### config.mk
export PLATFORM = sky130hd
export DESIGN_NAME = gray_codec_pipe
export DESIGN_NICKNAME = d
export VERILOG_FILES = /design/src/rtl/gray_pkg.sv /design/src/rtl/gray_pipe_slice.sv /design/src/rtl/gray_codec_pipe.sv
export SDC_FILE = /design/constraint.sdc
export NUM_CORES = 1
export LEC_CHECK = 0
export ABC_AREA = 1
export CORE_MARGIN = 2
export CORE_UTILIZATION = 55
export DETAILED_ROUTE_END_ITERATION = 12
export PLACE_DENSITY = 0.77
export SYNTH_ARGS = -nofsm -noshare
export SYNTH_HDL_FRONTEND = slang
export SYNTH_HIERARCHICAL = 1
export SYNTH_SLANG_ARGS = --single-unit
### constraint.sdc
create_clock -name clk -period 2.9 [get_ports clk]
set_clock_uncertainty 0.2 [all_clocks]
set_input_delay 0.87 -clock clk [delete_from_list [all_inputs] [get_ports clk]]
set_output_delay 0.87 -clock clk [all_outputs]
set_load 0.02 [all_outputs]
### src/rtl/gray_pkg.sv
// Shared mode encoding and Gray/binary helpers for the Gray-code pipeline.
// Helpers work on a MAX_WIDTH zero-extended vector; callers cast back to their width.
package gray_pkg;

  localparam int unsigned MAX_WIDTH = 64;

  typedef enum logic [1:0] {
    MODE_BIN2GRAY = 2'b00,
    MODE_GRAY2BIN = 2'b01,
    MODE_GRAY_INC = 2'b10,
    MODE_GRAY_DEC = 2'b11
  } mode_e;

  function automatic logic [MAX_WIDTH-1:0] bin2gray(input logic [MAX_WIDTH-1:0] b);
    return b ^ (b >> 1);
  endfunction

  // Prefix XOR from the MSB down; zero upper bits leave the result unaffected.
  function automatic logic [MAX_WIDTH-1:0] gray2bin(input logic [MAX_WIDTH-1:0] g);
    logic [MAX_WIDTH-1:0] b;
    b = g;
    for (int unsigned i = 1; i < MAX_WIDTH; i++) begin
      b = b ^ (g >> i);
    end
    return b;
  endfunction

endpackage

### src/rtl/gray_pipe_slice.sv
// One elastic valid/ready register slice carrying data, mode and wrap flag.
module gray_pipe_slice
  import gray_pkg::*;
#(
  parameter int unsigned WIDTH = 8
) (
  input  logic             clk,
  input  logic             rst,
  input  logic             in_valid,
  output logic             in_ready,
  input  logic [WIDTH-1:0] in_data,
  input  mode_e            in_mode,
  input  logic             in_wrap,
  output logic             out_valid,
  input  logic             out_ready,
  output logic [WIDTH-1:0] out_data,
  output mode_e            out_mode,
  output logic             out_wrap
);

  // Loads whenever empty or draining this cycle, so a full pipe streams without bubbles.
  assign in_ready = !out_valid || out_ready;

  always_ff @(posedge clk) begin
    if (rst) begin
      out_valid <= 1'b0;
      out_data  <= '0;
      out_mode  <= MODE_BIN2GRAY;
      out_wrap  <= 1'b0;
    end else if (in_ready) begin
      out_valid <= in_valid;
      if (in_valid) begin
        out_data <= in_data;
        out_mode <= in_mode;
        out_wrap <= in_wrap;
      end
    end
  end

endmodule

### src/rtl/gray_codec_pipe.sv
// Two-stage pipelined Gray-code engine: S1 holds the binary operand, S2 holds the result.
module gray_codec_pipe
  import gray_pkg::*;
#(
  parameter int unsigned WIDTH = 8
) (
  input  logic             clk,
  input  logic             rst,
  input  logic             in_valid,
  output logic             in_ready,
  input  logic [WIDTH-1:0] in_data,
  input  logic [1:0]       in_mode,
  output logic             out_valid,
  input  logic             out_ready,
  output logic [WIDTH-1:0] out_data,
  output logic [1:0]       out_mode,
  output logic             out_wrap
);

  mode_e            in_mode_e;
  logic [WIDTH-1:0] in_bin;
  logic             in_wrap;

  logic             s1_valid;
  logic [WIDTH-1:0] s1_bin;
  mode_e            s1_mode;
  logic             s1_wrap;
  logic             s2_ready;
  mode_e            s2_mode;

  logic [WIDTH-1:0] bin_inc;
  logic [WIDTH-1:0] bin_dec;
  logic [WIDTH-1:0] result;

  assign in_mode_e = mode_e'(in_mode);

  // Wrap depends only on the binary operand, so it is resolved here and carried through S1.
  always_comb begin
    in_bin  = (in_mode_e == MODE_BIN2GRAY) ? in_data
                                           : WIDTH'(gray2bin(MAX_WIDTH'(in_data)));
    in_wrap = ((in_mode_e == MODE_GRAY_INC) && (in_bin == '1)) ||
              ((in_mode_e == MODE_GRAY_DEC) && (in_bin == '0));
  end

  gray_pipe_slice #(.WIDTH(WIDTH)) u_s1 (
    .clk       (clk),
    .rst       (rst),
    .in_valid  (in_valid),
    .in_ready  (in_ready),
    .in_data   (in_bin),
    .in_mode   (in_mode_e),
    .in_wrap   (in_wrap),
    .out_valid (s1_valid),
    .out_ready (s2_ready),
    .out_data  (s1_bin),
    .out_mode  (s1_mode),
    .out_wrap  (s1_wrap)
  );

  always_comb begin
    bin_inc = s1_bin + WIDTH'(1);
    bin_dec = s1_bin - WIDTH'(1);
    result  = s1_bin;
    case (s1_mode)
      MODE_BIN2GRAY: result = WIDTH'(bin2gray(MAX_WIDTH'(s1_bin)));
      MODE_GRAY2BIN: result = s1_bin;
      MODE_GRAY_INC: result = WIDTH'(bin2gray(MAX_WIDTH'(bin_inc)));
      MODE_GRAY_DEC: result = WIDTH'(bin2gray(MAX_WIDTH'(bin_dec)));
    endcase
  end

  gray_pipe_slice #(.WIDTH(WIDTH)) u_s2 (
    .clk       (clk),
    .rst       (rst),
    .in_valid  (s1_valid),
    .in_ready  (s2_ready),
    .in_data   (result),
    .in_mode   (s1_mode),
    .in_wrap   (s1_wrap),
    .out_valid (out_valid),
    .out_ready (out_ready),
    .out_data  (out_data),
    .out_mode  (s2_mode),
    .out_wrap  (out_wrap)
  );

  assign out_mode = s2_mode;

endmodule
# Word-level counts from Yosys, hierarchy flattened

Cells that the tools add are included.

Register bits after elaboration: 24
Logic and storage cells: 40
Input bits: 14
Output and inout bits: 13

Bitwise operators: 10
Multiplexer cells: 2
Equal/unequal tests: 6
Reduce and logical (&&, ||, !) cells: 12
Add/subtract/negate cells: 2

Operator list:

| operator            | count |
|---|---|
| $pmux 8 s4          | 1 |
| $xor 8x7->8         | 4 |
| $add 8x1->8 const B | 1 |
| $eq 2x2->1 const B  | 4 |
| $eq 8x8->1 const B  | 1 |
| $logic_not 8->1     | 1 |
| $mux 8              | 1 |
| $sub 8x1->8 const B | 1 |
| $xor 8x1->8         | 1 |
| $xor 8x2->8         | 1 |
| $xor 8x3->8         | 1 |
| $xor 8x4->8         | 1 |
| $xor 8x5->8         | 1 |
| $xor 8x6->8         | 1 |
| $logic_not 2->1     | 2 |
| $reduce_and 2->1    | 2 |
| $logic_or 1x1->1    | 3 |
| $eq 2x1->1 const B  | 1 |
| $logic_and 1x1->1   | 2 |
| $logic_not 1->1     | 2 |

# Depth between registers and ports, before layout

Gate-level depths: netlist (run 1).

Depth in word-level cells: 11
Mapped depth: 16
Gate-level depth less buffers: 16

# Hierarchy

Netlist (run 1), hierarchy kept.

Modules (own cells, without submodules):

| module          | cells an instance | times used | area an instance (um^2) | sequential area each (um^2) |
|---|---|---|---|---|
| gray_codec_pipe | 210               | 1          | 1,143.6                 | 0.0 |
| gray_pipe_slice | 77                | 2          | 563.0                   | 240.2 |

# Worst setup path after synthesis (run 1)

No wires, ideal clock.

Kind: input to output
Start: input out_ready
End: output in_ready
Data required time: 1.830 ns
Arrival time: 1.390 ns
Setup slack: 0.440 ns
Stages on the path: 6
Buffers on the path: 2
Path through: inv_2 nand2_4 buf_6 inv_2 nand2_4 buf_6

Cells in the longest elaborated chain, start to end: 2

Ends and longest elaborated chain:

| item               | RTL line              | RTL |
|---|---|---|
| start, declared    | gray_codec_pipe.sv:14 | `input logic out_ready,` |
| $logic_or 1x1->1   | gray_pipe_slice.sv:22 | `assign in_ready = !out_valid \|\| out_ready;` |
| named net s2_ready | gray_codec_pipe.sv:28 | `logic s2_ready;` |
| $logic_or 1x1->1   | gray_pipe_slice.sv:22 |  |
| end, declared      | gray_codec_pipe.sv:10 | `output logic in_ready,` |

The timed path passes the listed nets, and every way through them passes these cells.

# Worst setup path after layout (run 1)

Same ends and word-level chain as after synthesis.

==> flow_summary_export.csv, run 1 <==
group,metric,value,unit
outcome,status,"complete, no violations",
routing,wire_per_inst,10.4,um
timing,setup_ws,0.153,ns
clocking,cts-htree-levels,1,
grt,grt_start_max_net_pins,24,
clocking,clk_latency,0.27,ns
synthesis,synth-seq-cells,24,
worst_setup_path,crit_type,"in2out",
worst_setup_path,crit_start,"out_ready",
layout,finalCoreUtilization,0.659,
worst_setup_path,r2r_slack,0.64,ns
timing,setup-violations-final,0,
layout,fillers,380,
flow_run,drv_cap,0,
worst_setup_path,max_stage_delay,0.47,ns
synthesis,synth-edff-count,0,
floorplan,die_width,68.2,um
routing,dr.pass1.iters,4,
worst_setup_path,cp_slowest_cell,"clkdlybuf4s50_1",
synthesis,synth_top_family_by_area,"simple AND/OR/NAND/NOR gates",
worst_setup_path,crit_path_end_kind,"output pin",
layout,nets,425,
synthesis,synth_mux_area_frac,0,
timing,hold_slack,0.281,ns
routing,route.detailed.drc,0,
synthesis,synth_flop_cell,"dfxtp_1",
placement,place_ws,-0.277,ns
synthesis,syn-num-nets,394,
worst_setup_path,critical-path-top-delay-family,"buffers and inverters",
clocking,root_buffer,"clkbuf_8",
layout,antennaDiodeCount,0,
floorplan,coreArea,4000,sq um
grt,gr-total-overflow,0,
worst_setup_path,r2r_end,"u_s2/out_data[5]",
grt,antenna_found_initial,0,
pwr,p_leak,1.39,nW
clocking,cts_tree,"built",
synthesis,syn-instance-count,364,
synthesis,synth_compound_area_frac,0.0871,
worst_setup_path,rr_worst_depth,15,
grt,grt_pass1_wl,7830,um
layout,design_area,2640,sq um
clocking,clockBufferDepth,2,
synthesis,synth_xor_xnor_area_share,0.0463,
worst_setup_path,cp_max_fo,2,
floorplan,die_area,4660,sq um
synthesis,yosysSeqAreaShare,0.212,
timing,rsz0062_at_grt,"no",
routing,vias_per_cell,4.90,
routing,drtAntennaViolNets,0,
timing,tns,0,ns
timing,maxSlewHeadroom,0.665,
worst_setup_path,rr_startpoint,"u_s1/out_data[3]",
worst_setup_path,critPathCapture,"in_ready",
timing,hold_violations,0,
placement,routabilityCongestion,0.963,
synthesis,synth_area_per_cell,6.24,sq um
synthesis,synthAdderAreaFrac,0.0882,
layout,layout-drive-gt1-share,0.142,
placement,place_area,2570,sq um
synthesis,synth_warnings,6,
worst_setup_path,arrival,1.68,ns
layout,finalNonFillerCells,444,
floorplan,ioPinCount,27,
grt,first_global_vias,1871,
synthesis,synth_cell_types,26,
worst_setup_path,required,1.83,ns
synthesis,yosys.area_share.simple,0.413,
routing,drt_iter0_drc,137,
clocking,ctsHoldBuffers,0,
placement,dp_hpwl,3600,um
worst_setup_path,path_buf_inv,4,
synthesis,syn_area,2270,sq um
routing,drt-total-wl,4600,um
placement,port_buffers,26,
placement,placed_cells,440,
clocking,cts_made_buffers,3,
pwr,p_per_area,409,nW/um^2
worst_setup_path,cp-start-kind,"primary input",
clocking,clk_pin_slew,0.09,ns
worst_setup_path,path_cells,"clkdlybuf4s50_1 > inv_2 > nand2_4 > inv_2 > nand2_4 > clkbuf_2",
timing,finalCriticalPeriod,2.75,ns
synthesis,async_flop_share,0,
clocking,cts.sink_count,24,
timing,timing.final.crit_share,0.947,
worst_hold_path,hold_class,"reg2reg",
floorplan,fp-row-count,23,
pwr,p_total,1.08,mW
routing,via_count,2174,
timing,max_freq,0.364,GHz
timing,tightest_slew,0.501,ns
timing,drv_slew,0,
worst_setup_path,path_depth,6,
layout,syn2layout_area_growth,16.2,%
floorplan,start_util,0.567,
pwr,ir_drop,213,uV
grt,track_usage,0.214,
floorplan,die_h,68.2,um
-- timing repair --
item	in CTS	in global routing
resized for setup	2	2
setup endpoints to repair	1	2
buffers inserted	0	0
hold endpoints to repair	0	0
gates cloned	0	0
pin swaps	0	1
-- routing by layer --
metal,share of wire,global-route usage
met5,0,0
met4,0.010,0.0525
met3,0.027,0.0296
met2,0.48,0.375
met1,0.48,0.276
-- cell usage after synthesis, drive strengths merged (2+ instances only) --
| master | count | share of area |
|---|---|---|
| a21oi | 27 | 0.071 |
| buf | 10 | 0.044 |
| dfxtp | 24 | 0.21 |
| ha | 16 | 0.088 |
| inv | 65 | 0.11 |
| nand2 | 110 | 0.20 |
| nand3 | 47 | 0.11 |
| nand4 | 8 | 0.022 |
| nor2 | 35 | 0.062 |
| o21ai | 4 | 0.0088 |
| or2 | 4 | 0.011 |
| xnor2 | 2 | 0.0077 |
| xor2 | 10 | 0.039 |
-- worst reg2reg max path, delay by kind of cell (launching register included) --
family	cells	cell delay, ns
adders and majority gates	1	0.21
and+or+nand+nor	8	0.61
DFF	1	0.43
buffers and inverters	3	0.30
AOI/OAI and AO/OA	2	0.20
xor gates and xnor gates	1	0.22
-- power breakdown --
| part | leakage, nW | internal (mW) | switching, mW |
|---|---|---|---|
| registers | 0.199 | 0.355 | 0.0263 |
| clock network | 0.0357 | 0.185 | 0.114 |
| logic | 1.15 | 0.163 | 0.234 |
-- registers in the layout, summed over array words and instances, names as in the netlist --
register        flops
u_s1/out_data       8
u_s1/out_mode       2
u_s1/out_valid      1
u_s1/out_wrap       1
u_s2/out_data       8
u_s2/out_mode       2
u_s2/out_valid      1
u_s2/out_wrap       1
-- worst min-delay path by stage --
| stage | start | cells past startpoint | slack [ns] | to |
|---|---|---|---|---|
| 5_1_grt | u_s2/out_data[0] | 2 | 0.32 | u_s2/out_data[0] |
| 6_report | u_s1/out_wrap | 2 | 0.28 | u_s1/out_wrap |
| 3_5_place_dp | u_s2/out_data[5] | 2 | 0.27 | u_s2/out_data[5] |
| 3_3_place_gp | u_s2/out_data[2] | 2 | 0.26 | u_s2/out_data[2] |
| 2_1_floorplan | u_s1/out_wrap | 2 | 0.25 | u_s1/out_wrap |
| 4_1_cts | u_s2/out_data[5] | 2 | 0.29 | u_s2/out_data[5] |
-- final cells by class --
class,instances,area [sq um],share of cell area
inverter,65,249,0.0944
clock inverter,1,30.0,0.0114
tap,50,62.6,0.0237
sequential,24,480,0.182
timing repair buffer,36,333,0.126
multi-input combinational,265,1440,0.546
clock buffer,3,41.3,0.0157
-- layout by cell type, fill, tap and decap left out --
cell type	count
dfxtp_1	24
or2_1	1
nor2_1	33
xor2_1	10
nand2_4	2
inv_6	1
buf_4	10
o21ai_0	4
or2_0	1
nor2_4	1
a21oi_2	7
clkdlybuf4s50_1	24
nand2_2	13
o21a_1	1
or2_2	2
nor2_2	1
ha_1	16
dlymetal6s2s_1	1
nand2_1	95
xnor2_1	2
nand4_1	8
nand3_2	5
o221ai_1	1
clkbuf_8	3
inv_1	55
inv_2	9
bufinv_16	1
a21oi_1	20
nand3_1	42
clkbuf_2	1
-- logic make-up after synthesis --
group | after synthesis
fa+ha+maj | 16
buf+inv | 75
compound gates | 33
simple gates | 204
flops | 24
xor+xnor | 12
(Power assumes the default switching activity.)
==> run 2, diff against run 1 <==
==> constraint.sdc (replaced) <==
create_clock -name clk -period 2.9 [get_ports clk]
set_clock_uncertainty 0.2 [all_clocks]
set_input_delay 0.87 -clock clk [delete_from_list [all_inputs] [get_ports clk]]
set_output_delay 0.87 -clock clk [all_outputs]
set_load 0.01 [all_outputs]
==> run 2 against run 1 <==
  * Wire length fell by 2.3%
  * Critical path depth did not move
  * Die area did not move
  * Flip-flop and latch count did not move
  * Fmax fell by 3.6%
  * Combinational power fell by 3%
  * Design area fell by 0.57%
  * Worst hold slack improved by 0.0054 ns
  * Global-route usage fell by 0.43 points
  * Non-clock buffer count did not move
  * Sequential share of layout area rose by 0.10 points
  * Critical path type unchanged
  * Largest cell class unchanged
==> flow_summary_export.csv, run 2 (synthesis gave the netlist of run 1 again) <==
group,metric,value,unit
worst_setup_path,path_buf_inv,4,
pwr,p_leak,1.37,nW
routing,drt_iter0_drc,125,
flow_run,drv_cap,0,
placement,place_area,2570,sq um
clocking,clk_pin_slew,0.09,ns
routing,drt-total-wl,4490,um
floorplan,ioPinCount,27,
grt,grt_pass1_wl,7680,um
timing,max_freq,0.351,GHz
floorplan,die_width,68.2,um
layout,finalCoreUtilization,0.655,
timing,hold_violations,0,
placement,dp_hpwl,3560,um
placement,routabilityCongestion,0.964,
pwr,p_per_area,382,nW/um^2
clocking,root_buffer,"clkbuf_8",
worst_setup_path,max_stage_delay,0.47,ns
routing,dr.pass1.iters,4,
pwr,sw_frac_of_total,0.360,
layout,most-common-layout-cells,"95 x nand2_1, 55 x inv_1, 42 x nand3_1, 33 x nor2_1, 25 x clkdlybuf4s50_1",
worst_setup_path,arrival,1.78,ns
clocking,clk_latency,0.27,ns
clocking,clockBufferDepth,2,
routing,via_count,2201,
worst_setup_path,cp_slowest_cell,"clkdlybuf4s50_1",
pwr,p_int,640,uW
worst_setup_path,required,1.83,ns
pwr,seq_power_share,0.382,
worst_setup_path,crit_path_end_kind,"output pin",
timing,tightest_slew,0.487,ns
routing,vias_per_cell,4.96,
outcome,status,"complete, no violations",
floorplan,start_util,0.567,
layout,design_area,2620,sq um
timing,maxSlewHeadroom,0.674,
layout,antennaDiodeCount,0,
layout,layout-drive-gt1-share,0.140,
floorplan,coreArea,4000,sq um
routing,wire_per_inst,10.1,um
worst_setup_path,cp-start-kind,"primary input",
timing,rsz0062_at_grt,"no",
worst_setup_path,path_cells,"clkdlybuf4s50_1 > inv_2 > nand2_4 > inv_2 > nand2_4 > dlygate4sd2_1",
pwr,ir_drop,331,uV
clocking,cts_setup_buffers,0,
layout,final_common_cell,"nand2_1",
layout,largestRegisters,"u_s1/out_data x8, u_s2/out_data x8",
timing,drv_slew,0,
timing,finalCriticalPeriod,2.85,ns
worst_setup_path,critical-path-top-delay-family,"buffers and inverters",
layout,syn2layout_area_growth,15.5,%
clocking,cts_tree,"built",
layout,nets,425,
worst_setup_path,cp_max_fo,2,
grt,gr-total-overflow,0,
clocking,ctsHoldBuffers,0,
timing,timing.final.crit_share,0.982,
floorplan,die_h,68.2,um
clocking,cts-htree-levels,1,
pwr,p_sw,360,uW
grt,grt_start_max_net_pins,24,
pwr,pwr-share-comb,0.386,
timing,setup-violations-final,0,
pwr,p_total,1.00,mW
clocking,cts_resized,1,
placement,port_buffers,26,
clocking,cts.sink_count,24,
pwr,clkPwrFrac,0.232,
worst_hold_path,hold_class,"reg2reg",
routing,route.detailed.drc,0,
worst_setup_path,crit_type,"in2out",
grt,antenna_found_initial,0,
grt,track_usage,0.210,
grt,first_global_vias,1821,
routing,drtAntennaViolNets,0,
floorplan,fp-row-count,23,
clocking,cts_made_buffers,3,
floorplan,die_area,4660,sq um
-- run 2: cell count changes in the layout (fill, tap and decap cells not counted) --
cell	change
clkdlybuf4s50_1	+1
dlymetal6s2s_1	-1
bufinv_16	-1
dlygate4sd2_1	+1
clkbuf_2	-1
clkbuf_8	+1
-- run 2: path summary, 6_finish.rpt --
kind                                       start               end  slack, ns  cells past startpoint
worst min register to register  u_s2/out_data[5]  u_s2/out_data[5]       0.29                      2
worst min-delay path            u_s2/out_data[5]  u_s2/out_data[5]       0.29                      2
worst max register to register  u_s1/out_data[3]  u_s2/out_data[5]       0.66                     15
worst max-delay path                   out_ready          in_ready       0.05                      6
-- run 2: worst min-delay path, stage by stage (launching register included) --
cell     delay, ns
dfxtp_1       0.34
a21oi_1       0.04
nor2_1        0.08
-- run 2: area by class of cell --
cell class                      count  area [sq um]
Multi-Input combinational cell    265          1440
Fill cell                         377          1380
Sequential cell                    24           480
Timing Repair Buffer               36           334
Inverter                           65           249
Tap cell                           50          62.6
Clock buffer                        4          55.1
-- run 2: through the flow --
stage | setup TNS, ns | hold slack [ns] | instances | setup slack [ns]
3_5_place_dp | -0.274 | 0.268 | 440 | -0.217
4_1_cts | 0 | 0.290 | 444 | 0.0421
2_1_floorplan | 0 | 0.252 | 364 | 0.453
6_report | 0 | 0.286 | 444 | 0.0508
5_1_grt | 0 | 0.320 | 444 | 0.0133
3_3_place_gp | -0.250 | 0.261 | 440 | -0.218
-- run 2: power groups by stage --
stage | clock network (mW) | logic (mW) | registers (mW)
6_report | 0.232 | 0.386 | 0.382
3_3_place_gp | 0 | 0.378 | 0.388
4_1_cts | 0.238 | 0.387 | 0.382
2_1_floorplan | 0 | 0.277 | 0.393
5_1_grt | 0.253 | 0.446 | 0.387
3_5_place_dp | 0 | 0.385 | 0.390
-- run 2: routing by layer --
| layer | vias to the layer above | GRT usage | part of all wire |
|---|---|---|---|
| li1 | 1193 | - | - |
| met1 | 966 | 0.277 | 0.48 |
| met2 | 34 | 0.343 | 0.47 |
| met3 | 8 | 0.0263 | 0.032 |
| met4 | 0 | 0.0875 | 0.022 |
| met5 | - | 0 | 0 |
==> run 3, diff against run 2 <==
--- a/config.mk
+++ b/config.mk
@@ -6,11 +6,11 @@
 export NUM_CORES = 1
 export LEC_CHECK = 0
 export ABC_AREA = 1
+export CAP_MARGIN = 20
 export CORE_MARGIN = 2
 export CORE_UTILIZATION = 55
 export DETAILED_ROUTE_END_ITERATION = 12
-export PLACE_DENSITY = 0.77
+export PLACE_DENSITY = 0.78
 export SYNTH_ARGS = -nofsm -noshare
 export SYNTH_HDL_FRONTEND = slang
-export SYNTH_HIERARCHICAL = 1
 export SYNTH_SLANG_ARGS = --single-unit
==> run 3 against run 2 <==
  * First-iteration DRC count is 22% lower
  * Critical path depth shrank 2
  * Utilization increased by 3.1 points
  * Count of clock-buffer cells in the layout stayed put
  * Cell count decreased by 14%
  * Flip-flop and latch count unchanged
  * Sequential power decreased by 2%
  * Worst hold slack worse by 0.0082 ns
  * Design area fell by 11%
  * Critical path type unchanged
==> flow_summary_export.csv, run 3 <==
group,metric,value,unit
synthesis,syn_area,1960,sq um
timing,timing.final.crit_share,0.963,
synthesis,async_flop_share,0,
timing,hold_slack,0.278,ns
clocking,cts_tree,"built",
layout,syn2layout_area_growth,18.6,%
grt,grt_pass1_wl,7980,um
pwr,p_leak,1.11,nW
timing,finalCriticalPeriod,2.79,ns
worst_hold_path,hold_class,"reg2reg",
worst_setup_path,crit_type,"in2out",
timing,setup-violations-final,0,
clocking,ctsHoldBuffers,0,
synthesis,yosysTopAreaCell,"dfxtp_1",
worst_setup_path,cp_max_fo,2,
clocking,clockBufferDepth,2,
worst_setup_path,arrival,1.72,ns
synthesis,synth.top_cells.by_area,"dfxtp_1 25%, nand2_1 18%, ha_1 10%, a21oi_1 6.6%, inv_1 6.1%",
routing,dr_wl_met2,1920,um
layout,largestRegisters,"u_s1.out_data x8, u_s2.out_data x8",
grt,antenna_found_initial,0,
placement,place_area,2290,sq um
timing,rsz0062_at_grt,"no",
synthesis,synth_area_per_cell,6.35,sq um
layout,final_common_cell,"nand2_1",
clocking,clk_pin_slew,0.13,ns
routing,dr.pass1.iters,4,
synthesis,synth_flop_cell,"dfxtp_1",
clocking,root_buffer,"clkbuf_4",
floorplan,die_h,63.7,um
synthesis,synth_common_cells,"94 x nand2_1, 32 x inv_1, 26 x a21oi_1",
synthesis,synth_top_area_share,0.245,
timing,drv_slew,0,
placement,place_ws,-0.161,ns
worst_setup_path,cp_slowest_cell,"clkdlybuf4s50_1",
clocking,cts_made_buffers,3,
synthesis,synth-edff-count,0,
routing,vias_per_cell,5.23,
routing,drtAntennaViolNets,0,
grt,first_global_vias,1823,
layout,layout-drive-gt1-share,0.0947,
timing,tightest_slew,0.421,ns
synthesis,synth_cell_types,28,
routing,wire_per_inst,11.7,um
synthesis,synth_most_common_cell,"nand2_1",
floorplan,start_util,0.578,
routing,via_count,2009,
routing,met3RoutedLength,203,um
layout,most-common-layout-cells,"94 x nand2_1, 32 x inv_1, 26 x a21oi_1, 25 x clkdlybuf4s50_1, 24 x dfxtp_1",
clocking,cts-htree-levels,1,
synthesis,syn-instance-count,309,
clocking,cts_resized,1,
pwr,p_per_area,383,nW/um^2
worst_setup_path,path_cells,"clkdlybuf4s50_1 > inv_1 > nand3_1 > dlygate4sd2_1",
placement,dp_hpwl,3570,um
synthesis,syn-num-nets,339,
clocking,cts.sink_count,24,
synthesis,synth_warnings,0,
grt,grt_start_max_net_pins,16,
grt,gr-total-overflow,0,
synthesis,yosysSeqAreaShare,0.245,
floorplan,die_area,4060,sq um
timing,setup_ws,0.108,ns
timing,maxSlewHeadroom,0.719,
placement,routabilityCongestion,0.890,
flow_run,drv_cap,0,
synthesis,synth-seq-cells,24,
grt,track_usage,0.245,
routing,drt_iter0_drc,97,
layout,nets,369,
timing,max_freq,0.358,GHz
routing,met1_length,2280,um
floorplan,fp-row-count,21,
timing,hold_violations,0,
layout,design_area,2330,sq um
floorplan,die_width,63.7,um
floorplan,ioPinCount,27,
outcome,status,"complete, no violations",
worst_setup_path,max_stage_delay,0.45,ns
clocking,clk_latency,0.33,ns
worst_setup_path,required,1.83,ns
routing,dr.max_layer_used,"met4",
placement,port_buffers,26,
layout,antennaDiodeCount,0,
routing,drt-total-wl,4500,um
layout,fillers,309,
pwr,ir_drop,285,uV
worst_setup_path,crit_path_end_kind,"output pin",
clocking,cts_setup_buffers,0,
floorplan,coreArea,3390,sq um
worst_setup_path,cp-start-kind,"primary input",
routing,route.detailed.drc,0,
-- run 3: cell count changes after synthesis, moves of 3 or more --
cell / change
nand3_1: -22
buf_6: -8
a21oi_1: +6
clkbuf_1: +4
o211ai_1: +3
nand4_1: -6
nand2_2: -8
nor2_1: -12
o21ai_0: +19
inv_2: -5
a21oi_2: -5
inv_1: -23
-- run 3: kinds of logic (layout without fill, tap and decap cells) --
group           after synthesis  after routing  share of synthesized area
simple gates                153            153                      0.338
compound gates               59             59                      0.164
buf+inv                      43             72                     0.0849
flops                        24             24                      0.245
fa+ha+maj                    16             16                      0.102
xor+xnor                     14             14                     0.0664
-- run 3: per-layer routing --
metal | vias up | global-route usage
met3 | 14 | 0.0411
met2 | 54 | 0.386
met1 | 886 | 0.336
li1 | 1055 | -
met5 | - | 0
met4 | 0 | 0.0870
-- run 3: worst paths after layout --
path | start | end | slack (ns) | cells after the start
min reg2reg | u_s2.out_data[3] | u_s2.out_data[3] | 0.28 | 2
max | out_ready | in_ready | 0.11 | 4
min | u_s2.out_data[3] | u_s2.out_data[3] | 0.28 | 2
max reg2reg | u_s1.out_data[0] | u_s2.out_data[5] | 0.73 | 10
-- run 3: worst max-delay path, delay by kind of cell --
kind,cells,cell delay [ns]
buf+inv,3,0.77
simple gates,1,0.08
-- run 3: cell type report --
| cell class | count | area (sq um) | share of cell area |
|---|---|---|---|
| inverter | 37 | 141 | 0.0608 |
| clock buffer | 4 | 36.3 | 0.0156 |
| multi-input combinational | 242 | 1310 | 0.565 |
| sequential | 24 | 480 | 0.207 |
| tap | 46 | 57.6 | 0.0247 |
| timing repair buffer | 31 | 297 | 0.127 |
-- run 3: per-stage QoR --
step	total power, mW	utilization	cells	setup TNS (ns)
2_1_floorplan	0.605	-	309	0
3_3_place_gp	0.700	0.676	380	-0.142
3_5_place_dp	0.707	0.676	380	-0.161
4_1_cts	0.890	0.686	384	0
6_report	0.890	0.686	384	0
5_1_grt	0.954	0.686	384	0
-- run 3: where the power goes --
part	internal [mW]	total [mW]	leakage [nW]	switching (mW)
logic	0.132	0.329	0.890	0.196
clock network	0.0769	0.186	0.0210	0.109
registers	0.353	0.376	0.198	0.0223
total	0.563	0.890	1.11	0.327
